<file path="src/rtl/regfile_arbiter_if.sv">
// Requester-side and regfile-side signals of the regfile arbiter.
// The arbiter takes the slave view; the requesters and regfile take the master view.
interface regfile_arbiter_if #(
    parameter int AW = 5,
    parameter int DW = 32
);
    logic          CoreReq;
    logic          CoreWrite;
    logic [AW-1:0] CoreRA1;
    logic [AW-1:0] CoreRA2;
    logic [AW-1:0] CoreWA;
    logic [DW-1:0] CoreWD;
    logic          CoreGnt;
    logic          CoreRspValid;
    logic [DW-1:0] CoreRD1;
    logic [DW-1:0] CoreRD2;

    logic          DbgReq;
    logic          DbgWrite;
    logic [AW-1:0] DbgRA;
    logic [AW-1:0] DbgWA;
    logic [DW-1:0] DbgWD;
    logic          DbgGnt;
    logic          DbgRspValid;
    logic [DW-1:0] DbgRD;

    logic [AW-1:0] ReadRegister1;
    logic [AW-1:0] ReadRegister2;
    logic [AW-1:0] WriteRegister;
    logic [DW-1:0] WriteData;
    logic          RegWrite;
    logic [DW-1:0] ReadData1;
    logic [DW-1:0] ReadData2;

    modport slave (
        input  CoreReq, CoreWrite, CoreRA1, CoreRA2, CoreWA, CoreWD,
        input  DbgReq, DbgWrite, DbgRA, DbgWA, DbgWD,
        input  ReadData1, ReadData2,
        output CoreGnt, CoreRspValid, CoreRD1, CoreRD2,
        output DbgGnt, DbgRspValid, DbgRD,
        output ReadRegister1, ReadRegister2, WriteRegister,
        output WriteData, RegWrite
    );

    modport master (
        output CoreReq, CoreWrite, CoreRA1, CoreRA2, CoreWA, CoreWD,
        output DbgReq, DbgWrite, DbgRA, DbgWA, DbgWD,
        output ReadData1, ReadData2,
        input  CoreGnt, CoreRspValid, CoreRD1, CoreRD2,
        input  DbgGnt, DbgRspValid, DbgRD,
        input  ReadRegister1, ReadRegister2, WriteRegister,
        input  WriteData, RegWrite
    );
endinterface

</file>
<file path="src/rtl/regfile_arbiter.sv">
// Round-robin arbiter sharing one regfile between the Core control path
// and the debug port: grant, one ISSUE cycle, then a one-cycle response.
module regfile_arbiter #(
    parameter int AW = 5,
    parameter int DW = 32
) (
    input logic              Clk,
    input logic              Reset_n,
    regfile_arbiter_if.slave bus
);
    typedef enum logic [1:0] {IDLE, ISSUE, RESP} state_t;

    state_t        state;
    state_t        state_nxt;
    logic          last_dbg;
    logic          own_dbg;
    logic          wr;
    logic [AW-1:0] ra1;
    logic [AW-1:0] ra2;
    logic [AW-1:0] wa;
    logic [DW-1:0] wd;
    logic [DW-1:0] crd1;
    logic [DW-1:0] crd2;
    logic [DW-1:0] drd;
    logic          accept;
    logic          core_gnt;
    logic          dbg_gnt;

    // Reset gates the grants so nothing is accepted while Reset_n is low.
    always_comb begin
        accept    = Reset_n && (state != ISSUE);
        core_gnt  = accept && bus.CoreReq && (!bus.DbgReq || last_dbg);
        dbg_gnt   = accept && bus.DbgReq && (!bus.CoreReq || !last_dbg);
        state_nxt = IDLE;
        unique case (state)
            IDLE, RESP: state_nxt = (core_gnt || dbg_gnt) ? ISSUE : IDLE;
            ISSUE:      state_nxt = RESP;
            default:    state_nxt = IDLE;
        endcase
    end

    always_ff @(posedge Clk or negedge Reset_n) begin
        if (!Reset_n) begin
            state    <= IDLE;
            last_dbg <= 1'b1;
            own_dbg  <= 1'b0;
            wr       <= 1'b0;
            ra1      <= '0;
            ra2      <= '0;
            wa       <= '0;
            wd       <= '0;
            crd1     <= '0;
            crd2     <= '0;
            drd      <= '0;
        end else begin
            state <= state_nxt;
            if (core_gnt) begin
                own_dbg  <= 1'b0;
                last_dbg <= 1'b0;
                wr       <= bus.CoreWrite;
                ra1      <= bus.CoreRA1;
                ra2      <= bus.CoreRA2;
                wa       <= bus.CoreWA;
                wd       <= bus.CoreWD;
            end else if (dbg_gnt) begin
                own_dbg  <= 1'b1;
                last_dbg <= 1'b1;
                wr       <= bus.DbgWrite;
                ra1      <= bus.DbgRA;
                ra2      <= bus.DbgRA;
                wa       <= bus.DbgWA;
                wd       <= bus.DbgWD;
            end
            if (state == ISSUE && !wr) begin
                if (own_dbg) begin
                    drd <= bus.ReadData1;
                end else begin
                    crd1 <= bus.ReadData1;
                    crd2 <= bus.ReadData2;
                end
            end
        end
    end

    assign bus.CoreGnt       = core_gnt;
    assign bus.DbgGnt        = dbg_gnt;
    assign bus.CoreRspValid  = (state == RESP) && !own_dbg;
    assign bus.DbgRspValid   = (state == RESP) && own_dbg;
    assign bus.CoreRD1       = crd1;
    assign bus.CoreRD2       = crd2;
    assign bus.DbgRD         = drd;
    assign bus.ReadRegister1 = ra1;
    assign bus.ReadRegister2 = ra2;
    assign bus.WriteRegister = wa;
    assign bus.WriteData     = wd;
    assign bus.RegWrite      = (state == ISSUE) && wr;
endmodule

</file>
<file path="src/flat_wrapper.sv">
// flat-port wrapper written by rule: the top's interface ports become plain ports
module regfile_arbiter_flat 
#(
    parameter int AW = 5,
    parameter int DW = 32
)
  (Clk, Reset_n, bus_CoreReq, bus_CoreWrite, bus_CoreRA1, bus_CoreRA2, bus_CoreWA, bus_CoreWD, bus_DbgReq, bus_DbgWrite, bus_DbgRA, bus_DbgWA, bus_DbgWD, bus_ReadData1, bus_ReadData2, bus_CoreGnt, bus_CoreRspValid, bus_CoreRD1, bus_CoreRD2, bus_DbgGnt, bus_DbgRspValid, bus_DbgRD, bus_ReadRegister1, bus_ReadRegister2, bus_WriteRegister, bus_WriteData, bus_RegWrite);
  regfile_arbiter_if #(.AW(AW), .DW(DW)) bus_i ();
  input logic Clk;
  input logic Reset_n;
  input wire logic [$bits(bus_i.CoreReq)-1:0] bus_CoreReq;
  input wire logic [$bits(bus_i.CoreWrite)-1:0] bus_CoreWrite;
  input wire logic [$bits(bus_i.CoreRA1)-1:0] bus_CoreRA1;
  input wire logic [$bits(bus_i.CoreRA2)-1:0] bus_CoreRA2;
  input wire logic [$bits(bus_i.CoreWA)-1:0] bus_CoreWA;
  input wire logic [$bits(bus_i.CoreWD)-1:0] bus_CoreWD;
  input wire logic [$bits(bus_i.DbgReq)-1:0] bus_DbgReq;
  input wire logic [$bits(bus_i.DbgWrite)-1:0] bus_DbgWrite;
  input wire logic [$bits(bus_i.DbgRA)-1:0] bus_DbgRA;
  input wire logic [$bits(bus_i.DbgWA)-1:0] bus_DbgWA;
  input wire logic [$bits(bus_i.DbgWD)-1:0] bus_DbgWD;
  input wire logic [$bits(bus_i.ReadData1)-1:0] bus_ReadData1;
  input wire logic [$bits(bus_i.ReadData2)-1:0] bus_ReadData2;
  output wire logic [$bits(bus_i.CoreGnt)-1:0] bus_CoreGnt;
  output wire logic [$bits(bus_i.CoreRspValid)-1:0] bus_CoreRspValid;
  output wire logic [$bits(bus_i.CoreRD1)-1:0] bus_CoreRD1;
  output wire logic [$bits(bus_i.CoreRD2)-1:0] bus_CoreRD2;
  output wire logic [$bits(bus_i.DbgGnt)-1:0] bus_DbgGnt;
  output wire logic [$bits(bus_i.DbgRspValid)-1:0] bus_DbgRspValid;
  output wire logic [$bits(bus_i.DbgRD)-1:0] bus_DbgRD;
  output wire logic [$bits(bus_i.ReadRegister1)-1:0] bus_ReadRegister1;
  output wire logic [$bits(bus_i.ReadRegister2)-1:0] bus_ReadRegister2;
  output wire logic [$bits(bus_i.WriteRegister)-1:0] bus_WriteRegister;
  output wire logic [$bits(bus_i.WriteData)-1:0] bus_WriteData;
  output wire logic [$bits(bus_i.RegWrite)-1:0] bus_RegWrite;
  assign bus_i.CoreReq = bus_CoreReq;
  assign bus_i.CoreWrite = bus_CoreWrite;
  assign bus_i.CoreRA1 = bus_CoreRA1;
  assign bus_i.CoreRA2 = bus_CoreRA2;
  assign bus_i.CoreWA = bus_CoreWA;
  assign bus_i.CoreWD = bus_CoreWD;
  assign bus_i.DbgReq = bus_DbgReq;
  assign bus_i.DbgWrite = bus_DbgWrite;
  assign bus_i.DbgRA = bus_DbgRA;
  assign bus_i.DbgWA = bus_DbgWA;
  assign bus_i.DbgWD = bus_DbgWD;
  assign bus_i.ReadData1 = bus_ReadData1;
  assign bus_i.ReadData2 = bus_ReadData2;
  assign bus_CoreGnt = bus_i.CoreGnt;
  assign bus_CoreRspValid = bus_i.CoreRspValid;
  assign bus_CoreRD1 = bus_i.CoreRD1;
  assign bus_CoreRD2 = bus_i.CoreRD2;
  assign bus_DbgGnt = bus_i.DbgGnt;
  assign bus_DbgRspValid = bus_i.DbgRspValid;
  assign bus_DbgRD = bus_i.DbgRD;
  assign bus_ReadRegister1 = bus_i.ReadRegister1;
  assign bus_ReadRegister2 = bus_i.ReadRegister2;
  assign bus_WriteRegister = bus_i.WriteRegister;
  assign bus_WriteData = bus_i.WriteData;
  assign bus_RegWrite = bus_i.RegWrite;
  regfile_arbiter #(.AW(AW), .DW(DW)) u_core (.Clk(Clk), .Reset_n(Reset_n), .bus(bus_i));
endmodule
</file>
<file path="config.mk">
export PLATFORM = sky130hd
export DESIGN_NAME = regfile_arbiter_flat
export DESIGN_NICKNAME = d
export VERILOG_FILES = /design/src/rtl/regfile_arbiter_if.sv /design/src/rtl/regfile_arbiter.sv /design/src/flat_wrapper.sv
export SDC_FILE = /design/constraint.sdc
export NUM_CORES = 1
export LEC_CHECK = 0
export ABC_AREA = 0
export CAP_MARGIN = 25
export CELL_PAD_IN_SITES_DETAIL_PLACEMENT = 1
export CELL_PAD_IN_SITES_GLOBAL_PLACEMENT = 2
export CORE_MARGIN = 4
export CORE_UTILIZATION = 21
export DETAILED_ROUTE_END_ITERATION = 8
export GPL_ROUTABILITY_DRIVEN = 1
export PLACE_DENSITY = 0.72
export SYNTH_ARGS = -nofsm -noshare
export SYNTH_HDL_FRONTEND = slang
export SYNTH_SLANG_ARGS = --single-unit
</file>
<file path="constraint.sdc">
create_clock -name Clk -period 1.75 [get_ports Clk]
set_input_delay 0.35 -clock Clk [delete_from_list [all_inputs] [get_ports Clk]]
set_output_delay 0.35 -clock Clk [all_outputs]
set_load 0.01 [all_outputs]
</file>
After elaboration in Yosys (flattened, before gate mapping)

Index checks and enable logic that the tools add are counted.

Divide/modulo/power cells: 0
Shift operators: 0
Multipliers: 0
Mux-type cells: 13
Add/subtract/negate cells: 0
$lt $le $gt $ge: 0
Reduce and logical (&&, ||, !) cells: 22
Equality and inequality tests: 3
Bitwise gates (word level): 1

Operators by type and width:

| cell                                                 | count |
|---|---|
| two-way mux 32 bit                                   | 2 |
| two-way mux 5 bit                                    | 5 |
| logical AND 1 bit                                    | 9 |
| zero test 1 bit                                      | 5 |
| two-way mux 1 bit                                    | 5 |
| case mux 2 bit (2 select lines)                      | 1 |
| AND reduction 2 bit                                  | 2 |
| logical OR 1 bit                                     | 3 |
| equality test 2 x 1 -> 1 bit (second input constant) | 1 |
| equality test 2 bit (second input constant)          | 1 |
| zero test 2 bit                                      | 1 |
| != test 2 x 1 -> 1 bit (second input constant)       | 1 |
| nonzero test 2 bit                                   | 1 |
| OR reduction 2 bit                                   | 1 |
| inverter 1 bit                                       | 1 |

Bits in writable memories: 0
Memories: 0
ROM bits: 0
Latch bits: 0
Input bits: 159
Logic and storage cells: 50
Output and inout bits: 148
Register bits: 148

Logic depth before layout (Yosys ltp)

Depth in word-level cells: 7
Depth in mapped cells: 8
Gate-level depth less buffers: 5

Worst setup path after synthesis

Ideal clock, no wire load.

Path kind: register to register
From: register u_core.state[1]
To: register u_core.crd1[1] (netlist: u_core.bus.CoreRD1[1])
Required time: 1625 ps
Library setup time: 125 ps
Arrival time: 1529 ps
Setup slack: 97 ps
Period minus slack after synthesis: 1653 ps
Buffers on the path: 2
Cell stages (with the launch flop): 6
Path through: dfrtp_1 > nand2b_1 > buf_2 > nor3_4 > buf_6 > mux2_2

Word-level cells in the longest chain between the ends: 3

RTL lines:

| element                              | RTL line              | text |
|---|---|---|
| start: declaration                   | regfile_arbiter.sv:13 | `state_t state;` |
| start signal: assignment             | regfile_arbiter.sv:56 | `state <= state_nxt;` |
| equality test 2 x 1 -> 1 bit         | regfile_arbiter.sv:74 | `if (state == ISSUE && !wr) begin` |
| logical AND 1 bit                    | regfile_arbiter.sv:74 |  |
| AND reduction 2 bit (no source line) | -                     |  |
| end signal: assignment               | regfile_arbiter.sv:78 | `crd1 <= bus.ReadData1;` |
| end: declaration                     | regfile_arbiter.sv:22 | `logic [DW-1:0] crd1;` |

No other way between the ends.
A chain may end at the register's enable or synchronous reset.

Worst setup path in the final report

From: register u_core.last_dbg
To: output port bus_CoreGnt

Word-level cells in the longest chain between the ends: 2

RTL lines:

| element                  | RTL line              | text |
|---|---|---|
| start: declaration       | regfile_arbiter.sv:15 | `logic last_dbg;` |
| start signal: assignment | regfile_arbiter.sv:45 | `last_dbg <= 1'b1;` |
| start signal: assignment | regfile_arbiter.sv:59 | `last_dbg <= 1'b0;` |
| start signal: assignment | regfile_arbiter.sv:67 | `last_dbg <= 1'b1;` |
| logical OR 1 bit         | regfile_arbiter.sv:32 | `core_gnt = accept && bus.CoreReq && (!bus.DbgReq \|\| last_dbg);` |
| logical AND 1 bit        | regfile_arbiter.sv:32 |  |
| end: declaration         | flat_wrapper.sv:24    | `output wire logic [$bits(bus_i.CoreGnt)-1:0] bus_CoreGnt;` |

No other way between the ends.

==> run metrics <==
initial antenna violation count=0; fraction of the core area covered by cells at the end of the flow=roughly two fifths; unrepaired setup endpoints after global routing=yes; critical-path cell list=nand2b_1 > nand4_1 > inv_2 > buf_6; P_leak=4.72 nW; Gate Count Post-Synth=479; slowest cell delay on critical path=~0.54 ns; clock tree buffer depth=2; Hold Crit Class=in2async; routed via count=between 5000 and 6000; die height=176 µm; worst-case setup slack after placement=-0.385 ns; HPWL after detailed placement=around 16000 µm; clock-pin slew on the worst setup and hold paths=0.06 ns; row count=between 60 and 70; final clock skew=between 0.015 and 0.02 ns; most used flip-flop cell after synthesis=dfrtp_1; share of total power in combinational logic=about 40%; Netlist Area Pre-Place=5940 µm²; weighted congestion reported at the end of routability-driven placement=~0.71; synth warn=0; Num Clock Sinks=roughly 150; Psw=0.00476 W; Period Utilization, post-route=102%; CTS Root Buffer Type=clkbuf_16; fraction of layout instances using a drive strength above 1=21.7%; most common cell after layout, fill and taps aside=clkdlybuf4s50_1; Worst slew margin=between 60% and 70%; TritonCTS clock tree=done; post-synthesis register bit count=148; launch point of the worst reg-to-reg path=u_core.state[1]; footprint of the multi-input gates=about 2200 µm²; final count of hold timing violations=0; setup ws final=-0.0273 ns; aggregate routed wire length=roughly 22000 µm; power per cell area=1450 nW/µm²; first-pass GRT wire length=32500 µm; sequential cell area in the final layout=3700 µm²; TritonRoute pass-1 iters=5; Internal Power=between 0.01 and 0.015 W; endpoint of the worst-slack reg-to-reg timing path=u_core.bus.CoreRD2[30]; Initial Util=about a fifth; post-synth net total=roughly 640; reg2reg setup slack=roughly 0.01 ns; top achievable clock speed=563 MHz; cell area after placement=between 9000 and 10000 µm²; Overflow after GRT=0; count of buffers from port buffering=roughly 310; Die Footprint=approximately 31000 µm²; pin slew with the least headroom to its limit=roughly 0.57 ns; Clk Latency, worst-skew pair=0.43 ns; nets=approximately 970; VDD IR max=roughly 0.00061 V; share of flip-flops with an asynchronous set or reset=between 90% and 100%; all-layer global routing usage=between 10 and 15%; required time of the worst setup path=~1.4 ns; Register-to-Register Path Depth=6; share of power burned in the clock network=about a quarter; sequential share of power=a little over a third; fill cell total of the finished layout=~3000; Max Transition Viols Final=0; number of CTS-inserted buffers=17; highest fanout seen on the critical path=2; arrival time at the worst endpoint=approximately 1.4 ns; outcome=finished with violations; Boundary Pins=~310; number of global-route vias before repair=about 5400; number of antenna repair diodes=0; Die X=~180 µm; Critical Path Slowest Stage Cell=dfstp_2; setup violators final=2; commonest cells after routing, fill and taps aside=clkdlybuf4s50_1 (268), dfrtp_1 (147), a21oi_1 (95), mux2_4 (51), nor2_1 (49); Setup crit end=bus_CoreGnt; starting DRC count in detailed routing=slightly above 200; average size of a mapped cell=between 10 and 15 µm²; remaining routing DRC violations=0; Detail Route Antenna Nets=0; largest net degree at the start of global routing=between 70 and 80; area grow syn2layout=79.1%; number of enable flip-flop cells after synthesis=0; critical path start-end classification=reg2out; max-capacitance violation count=0; share of total power consumed by net switching=between 30% and 40%; area of the core region=between 20000 and 30000 µm²; cell area after layout=around 11000 µm²; kind of end point of the critical path=primary output; # H-tree levels=4; Routed wire per std cell=around 19 µm; violated checks=negative setup slack; post-synthesis cell type count=25; part of the Yosys area used for sequential elements=between 60% and 70%; detailed-route vias per instance=around 4.2; Min Clock Period, post-route=~1.8 ns; element type at the critical path start=flop; Setup crit start=u_core.last_dbg
## critical path, delay by kind of cell (launching register included)
kind	cells	cell delay [ns]
buffers and inverters	2	0.23
flip-flops	1	0.54
AND/OR/NAND/NOR	2	0.24
## through the flow
stage / power (W) / instances / TNS (ns) / hold slack, ns
4_1_cts: 0.0153 / 1192 / -0.129 / 0.0385
3_5_place_dp: 0.0115 / 1160 / -18.17 / 0.479
2_1_floorplan: 0.00763 / 479 / 0 / 0.0544
6_report: 0.0154 / 1201 / -0.0411 / 0.0516
3_3_place_gp: 0.0114 / 1160 / -13.64 / 0.468
5_1_grt: 0.0164 / 1201 / -3.11 / 0.0370
## sequential cells by signal (all words and copies together), names as in the netlist
register,cells
u_core.last_dbg,1
u_core.own_dbg,1
u_core.bus.WriteData,32
u_core.bus.CoreRD2,32
u_core.state,2
u_core.bus.DbgRD,32
u_core.bus.WriteRegister,5
u_core.wr,1
u_core.bus.CoreRD1,32
u_core.bus.ReadRegister1,5
u_core.bus.ReadRegister2,5
## power by group through the flow
stage	clock network (W)	logic [W]	registers, W
detailed placement	0	0.00592	0.00559
floorplan	0	0.00148	0.00615
global route	0.00400	0.00661	0.00574
global placement	0	0.00586	0.00552
CTS	0.00382	0.00591	0.00553
finish	0.00367	0.00622	0.00554
## how the worst min path moves through the flow
| stage | from | to | slack (ns) | cells past startpoint |
|---|---|---|---|---|
| 4_1_cts | Reset_n | u_core.last_dbg | 0.04 | 2 |
| 3_5_place_dp | u_core.bus.CoreRD1[11] | u_core.bus.CoreRD1[11] | 0.48 | 1 |
| 2_1_floorplan | Reset_n | u_core.bus.CoreRD1[0] | 0.05 | 0 |
| 3_3_place_gp | u_core.bus.CoreRD1[11] | u_core.bus.CoreRD1[11] | 0.47 | 1 |
| 6_report | Reset_n | u_core.last_dbg | 0.05 | 2 |
| 5_1_grt | Reset_n | u_core.last_dbg | 0.04 | 2 |
## routing by layer
layer / share of wire [%] / track usage, %
met5: 0 / 0
met4: 0.80 / 2.92
met3: 10 / 6.60
met2: 46 / 21.4
met1: 43 / 16.6
## cells by family after synthesis
kind of cell           after synthesis  share of synthesized area, %
AOI/OAI and AO/OA                   99                          8.55
buffers and inverters               33                          3.48
DFF                                148                          62.4
muxes                               97                          18.4
and+or+nand+nor                    102                          7.21
## layout make-up
class                   count  area share [%]
repair buffers            343            34.1
flip-flops and latches    148            34.8
clock inverters            14            1.29
well taps                 378            4.45
multi-input cells         298            21.1
inverters                   2          0.0706
clock buffers              18            4.13
## cells in the mapped netlist (2+ instances only)
| cell type | number | area share (%) |
|---|---|---|
| nand2_1 | 44 | 2.8 |
| clkbuf_1 | 6 | 0.38 |
| nand2b_1 | 2 | 0.21 |
| buf_2 | 12 | 1.0 |
| a21o_1 | 2 | 0.25 |
| a21oi_1 | 95 | 8.0 |
| buf_4 | 6 | 0.76 |
| nor2_1 | 49 | 3.1 |
| mux2_1 | 4 | 0.76 |
| dfrtp_1 | 147 | 62 |
| inv_1 | 2 | 0.13 |
| mux2_2 | 92 | 17 |
| buf_6 | 6 | 1.1 |
## repair_timing
action,CTS,global route
cloned,0,5
setup endpoints to repair,121,99
pin swaps,0,1
resized for setup,36,91
hold buffers,0,0
endpoints found under the hold margin,0,0
buffers inserted,0,5
Note: power is estimated with default switching activity, not from simulation.
